### config.mk
export PLATFORM = sky130hd
export DESIGN_NAME = four_12_12_st1_out_frame
export DESIGN_NICKNAME = d
export VERILOG_FILES = /design/src/rtl/four_12_12_st1_out_frame.sv
export SDC_FILE = /design/constraint.sdc
export NUM_CORES = 1
export LEC_CHECK = 0
export CORE_ASPECT_RATIO = 1.5
export CORE_MARGIN = 8
export CORE_UTILIZATION = 60
export CTS_CLUSTER_DIAMETER = 60
export DETAILED_ROUTE_END_ITERATION = 12
export PLACE_DENSITY = 0.75
export SYNTH_ARGS = -nofsm -noshare
export SYNTH_HDL_FRONTEND = slang
export SYNTH_SLANG_ARGS = --single-unit
### constraint.sdc
create_clock -name clk -period 4.96 [get_ports clk]
set_input_delay 0.992 -clock clk [delete_from_list [all_inputs] [get_ports clk]]
set_output_delay 0.992 -clock clk [all_outputs]
set_load 0.01 [all_outputs]
### src/rtl/four_12_12_st1_out_frame.sv
// Purpose: re-frames the stage-1 output stream into whole FRAME_LEN-element frames using two ping-pong banks; partial or fst-less data is dropped and counted.
// Latency: the edge that accepts a frame's last element marks its bank full, and element 0 is presented from the next cycle.
// Backpressure: in_rdy = !full[wr_bank]; it is a registered flag with no combinational path from out_rdy.
module four_12_12_st1_out_frame #(
    parameter int FRAME_LEN = 12,
    parameter int DATA_W    = 32,
    parameter int CNT_W     = 16
) (
    input  logic              clk,
    input  logic              reset,
    input  logic [DATA_W-1:0] in_data,
    input  logic              in_fst,
    input  logic              in_vld,
    output logic              in_rdy,
    output logic [DATA_W-1:0] out_data,
    output logic              out_fst,
    output logic              out_vld,
    input  logic              out_rdy,
    output logic              frame_err,
    output logic [CNT_W-1:0]  frame_cnt,
    output logic [CNT_W-1:0]  err_cnt
);

    localparam int IDX_W = (FRAME_LEN > 1) ? $clog2(FRAME_LEN) : 1;
    localparam logic [IDX_W-1:0] LAST = IDX_W'(FRAME_LEN - 1);

    typedef enum logic {
        W_IDLE = 1'b0,
        W_FILL = 1'b1
    } wstate_t;

    logic [DATA_W-1:0] mem [2][FRAME_LEN];
    logic [1:0]        full;
    logic              wr_bank;
    logic              rd_bank;
    logic [IDX_W-1:0]  wr_idx;
    logic [IDX_W-1:0]  rd_idx;
    wstate_t           state;

    // write-side next-state and control signals
    wstate_t           state_nxt;
    logic [IDX_W-1:0]  wr_idx_nxt;
    logic [IDX_W-1:0]  wr_addr;
    logic              wr_en;
    logic              fill_done;
    logic              discard;

    logic              wr_beat;
    logic              rd_beat;
    logic              rd_done;

    // Gating with reset keeps in_rdy low for the whole time reset is held.
    assign in_rdy   = reset & ~full[wr_bank];
    assign out_vld  = full[rd_bank];
    assign out_data = out_vld ? mem[rd_bank][rd_idx] : '0;
    assign out_fst  = out_vld && (rd_idx == '0);

    assign wr_beat  = in_vld && in_rdy;
    assign rd_beat  = out_vld && out_rdy;
    assign rd_done  = rd_beat && (rd_idx == LAST);

    // Write FSM next state: start on fst, restart on a premature fst, drop stray elements.
    always_comb begin
        state_nxt  = state;
        wr_idx_nxt = wr_idx;
        wr_addr    = wr_idx;
        wr_en      = 1'b0;
        fill_done  = 1'b0;
        discard    = 1'b0;
        case (state)
            W_IDLE: begin
                if (wr_beat) begin
                    if (in_fst) begin
                        wr_en      = 1'b1;
                        wr_addr    = '0;
                        wr_idx_nxt = IDX_W'(1);
                        state_nxt  = W_FILL;
                    end else begin
                        discard = 1'b1;
                    end
                end
            end
            W_FILL: begin
                if (wr_beat) begin
                    wr_en = 1'b1;
                    if (in_fst) begin
                        // Short frame: the partial is abandoned and this element starts a new one.
                        discard    = 1'b1;
                        wr_addr    = '0;
                        wr_idx_nxt = IDX_W'(1);
                    end else if (wr_idx == LAST) begin
                        fill_done  = 1'b1;
                        wr_idx_nxt = '0;
                        state_nxt  = W_IDLE;
                    end else begin
                        wr_idx_nxt = wr_idx + 1'b1;
                    end
                end
            end
            default: begin
                state_nxt  = W_IDLE;
                wr_idx_nxt = '0;
            end
        endcase
    end

    // Write FSM state and write-bank pointer.
    always_ff @(posedge clk or negedge reset) begin
        if (!reset) begin
            state   <= W_IDLE;
            wr_idx  <= '0;
            wr_bank <= 1'b0;
        end else begin
            state  <= state_nxt;
            wr_idx <= wr_idx_nxt;
            if (fill_done) begin
                wr_bank <= ~wr_bank;
            end
        end
    end

    // Frame storage; contents are only ever observed behind a full flag, so it needs no reset.
    always_ff @(posedge clk) begin
        if (wr_en) begin
            mem[wr_bank][wr_addr] <= in_data;
        end
    end

    // Bank-full flags: fill and drain always target different banks, so both may apply on one edge.
    always_ff @(posedge clk or negedge reset) begin
        if (!reset) begin
            full <= 2'b00;
        end else begin
            if (fill_done) begin
                full[wr_bank] <= 1'b1;
            end
            if (rd_done) begin
                full[rd_bank] <= 1'b0;
            end
        end
    end

    // Read pointer: walk the full bank, then hand it back and move to the other one.
    always_ff @(posedge clk or negedge reset) begin
        if (!reset) begin
            rd_idx  <= '0;
            rd_bank <= 1'b0;
        end else if (rd_beat) begin
            if (rd_idx == LAST) begin
                rd_idx  <= '0;
                rd_bank <= ~rd_bank;
            end else begin
                rd_idx <= rd_idx + 1'b1;
            end
        end
    end

    // Status: discard pulse, saturating error count, wrapping delivered-frame count.
    always_ff @(posedge clk or negedge reset) begin
        if (!reset) begin
            frame_err <= 1'b0;
            err_cnt   <= '0;
            frame_cnt <= '0;
        end else begin
            frame_err <= discard;
            if (discard && (err_cnt != '1)) begin
                err_cnt <= err_cnt + 1'b1;
            end
            if (rd_done) begin
                frame_cnt <= frame_cnt + 1'b1;
            end
        end
    end

endmodule
==> impl_metrics.yaml <==
status:
  status: "completed"
yosys:
  synthFlopType: "edfxtp_1"
  ys_seq_area_share_pct: 76.27
  synth.largest_area_cell: "edfxtp_1"
  ys_warn_count: 0
  synth.most_common_cell: "edfxtp_1"
  ys_types: 50
  ys_top_cells_by_area: "edfxtp_1, mux4_2, mux2i_1"
  netlist_top_cells_count: "edfxtp_1, mux2i_1, mux4_2"
  synth_edf_count: 768
  syn_area_um2: 31750
  synthesis.nets: 1646
  ys_seq_elements: 814
  synth_cells: 1604
  syn_avg_cell_area_um2: 19.79
  synth_async_sr_flop_share_pct: 5.651
  synth_top_area_share_pct: 72.64
floorplanning:
  start_util_pct: 60.53
  ios: 105
  die_w_um: 203.8
  core-area_um2: 52450
  rows: 103
  die_area_um2: 60680
  die_height_um: 297.7
timing:
  slew_headroom_pct: 29.83
  maxSlewViolCount: 0
  finalSetupTns_ps: 0
  finalClockSkew_ps: 20.05
  worst_pin_slew_ps: 1050
  period_minus_slack_ps: 4614
  setup_viol: 0
  finalHoldViolCount: 0
  fmax_ghz: 0.2167
  finalCritPeriodShare_pct: 93.02
  grt_setup_unrepaired: "no"
setup_path:
  slowest_stage: "and2_2"
  path_delay_family: "buffers and inverters"
  worstPathArrival_ps: 3620
  endpoint_kind: "primary output"
  path_cells: "buf_12 > and2_2 > buf_4 > a22oi_1 > o211ai_1 > o311ai_0 > clkdlybuf4s50_1"
  cp-start-kind: "flip-flop"
  critPathKind: "reg2out"
  path_max_fanout: 63
  cpPeakStageDelay_ps: 600
  crit_buf_inv: 3
  worst_ep_required_time_ps: 3970
global_route:
  grt_max_degree: 64
  met1_usage_pct: 29.54
  grt_pass1_wl_mm: 106.2
  track_usage_pct: 23.71
  busiest_layer: "met2"
  use_met2_pct: 41.02
  grt_antenna_before_repair: 1
  grt_overflow: 0
  met3_usage_pct: 3.987
  grt_pass1_vias: 16720
clock_tree:
  postCtsSetupBuffers: 0
  postCtsHoldBufs: 0
  numCtsBuffers: 74
  clk_pin_slew_ps: 70
  clock_latency_ps: 610
  cts.repair.resized: 0
  cts_root_buf: "clkbuf_16"
  clock_path_buffers: 3
  clock_sinks: 814
  cts_tree: "yes"
  h-tree-depth: 3
cells_and_area:
  num-nets-final: 1800
  fin_util_pct: 69.57
  layout-drive-gt1-share_pct: 17.80
  nFillCells: 3192
  syn2layout_area_growth_pct: 14.94
placed_design:
  dp_hpwl_mm: 40.19
  numPortBuffers: 104
  routabilityCongestion: 0.8244
detailed_routing:
  avgViaCountPerCell: 6.498
  ant_nets: 0
  wl_per_cell_um: 28.79
  routed_wl_mm: 71.91
  drc: 0
  via_count: 16230
  drtIter0Drc: 1567
  dr.pass1.iters: 5
worst_hold_path:
  min-delay-path-class: "in2async"
job:
  drv_cap: 0
power_and_ir_drop:
  ir_worst_vdd_uv: 305.2
  p_leak_nw: 11.61
  p_per_area_nw_per_um2: 381.0
==> registers in the layout (all words and copies together) (netlist names) <==
register	count
mem	768
rd_bank	1
frame_err	1
wr_bank	1
rd_idx	4
err_cnt	16
full	2
frame_cnt	16
state	1
wr_idx	4
==> final timing paths <==
path                                           start                         to  slack (ps)  cells after the start
max in group asynchronous                      reset      rd_idx[0]$_DFFE_PN0P_        3810                      2
min reg2reg                frame_cnt[15]$_DFFE_PN0N_  frame_cnt[15]$_DFFE_PN0N_         470                      1
min in group clk           frame_cnt[15]$_DFFE_PN0N_  frame_cnt[15]$_DFFE_PN0N_         470                      1
max                              rd_bank$_DFFE_PN0N_               out_data[29]         350                      7
max reg2reg                      wr_bank$_DFFE_PN0N_       mem[1][68]$_DFFE_PP_        1780                      5
min                                            reset            state$_DFF_PN0_         310                      1
==> logic make-up after synthesis <==
kind of cell	count (synthesis)	synth area share, %
muxes	333	14.85
AOI/OAI and AO/OA	153	3.669
DFF	814	76.27
buffers and inverters	98	1.383
adders and majority gates	5	0.1971
and+or+nand+nor	171	2.806
xor gates and xnor gates	30	0.8276
==> final cells by class <==
type / count / area [um^2] / area share (%)
sequential: 814 / 24220 / 66.37
clock inverter: 44 / 391.6 / 1.073
timing repair buffer: 161 / 1677 / 4.594
tap: 682 / 853.3 / 2.338
clock buffer: 89 / 1993 / 5.462
antenna: 1 / 2.502 / 0.006857
inverter: 15 / 57.56 / 0.1577
multi-input combinational: 692 / 7297 / 20.00
==> placed cells by master, fill, tap and decap left out, types with 6 or more instances in the layout <==
master and n:
mux2_2 7, xor2_1 7, nand3_1 56, mux4_2 109, buf_12 17, nor2_4 23, a22oi_1 84, clkinv_2 13
buf_4 40, nand2_1 22, clkbuf_1 11, bufinv_16 6, o211ai_1 27, xnor2_1 23, o221ai_1 14, clkinv_1 15
clkinvlp_4 7, mux2i_1 213, nand4_1 16, nor3_1 7, dfrtp_1 44, o21ai_0 10, clkbuf_16 78, inv_1 12
clkdlybuf4s50_1 103, nor2_1 12, edfxtp_1 768
==> metal layers <==
layer	wire length, um	part of all wire [%]	vias to the layer above
met5	0	0	-
met4	2553	3.6	0
met3	5170	7.2	151
met2	37480	52	724
met1	26700	37	8458
li1	-	-	6899
==> report_power, final <==
| group | switching, mW | total (mW) | leakage (nW) | internal, mW |
|---|---|---|---|---|
| clock | 2.42 | 5.61 | 1.15 | 3.19 |
| combinational | 0.357 | 0.568 | 2.94 | 0.211 |
| sequential | 0.0892 | 7.73 | 7.52 | 7.64 |
==> per-stage QoR <==
step	setup slack, ps	instance area [um^2]	power, mW	std cells	hold slack (ps)
after global routing	227.0	36490	14.27	2498	330.6
after floorplan	911.3	31750	8.117	1604	507.6
after detailed placement	1057	34110	8.444	2364	471.5
after CTS	318.2	36490	13.98	2497	299.3
after global placement	1077	34110	8.415	2364	464.0
final	346.0	36490	13.91	2498	313.8
==> worst reg2reg max path: cells and delay by family, from the launching register on <==
kind                   cells  cell delay [ps]
buffers and inverters      1              360
and+or+nand+nor            3             1480
muxes                      1              480
DFF                        1              550
No activity file was read; power rests on OpenSTA's default activity.
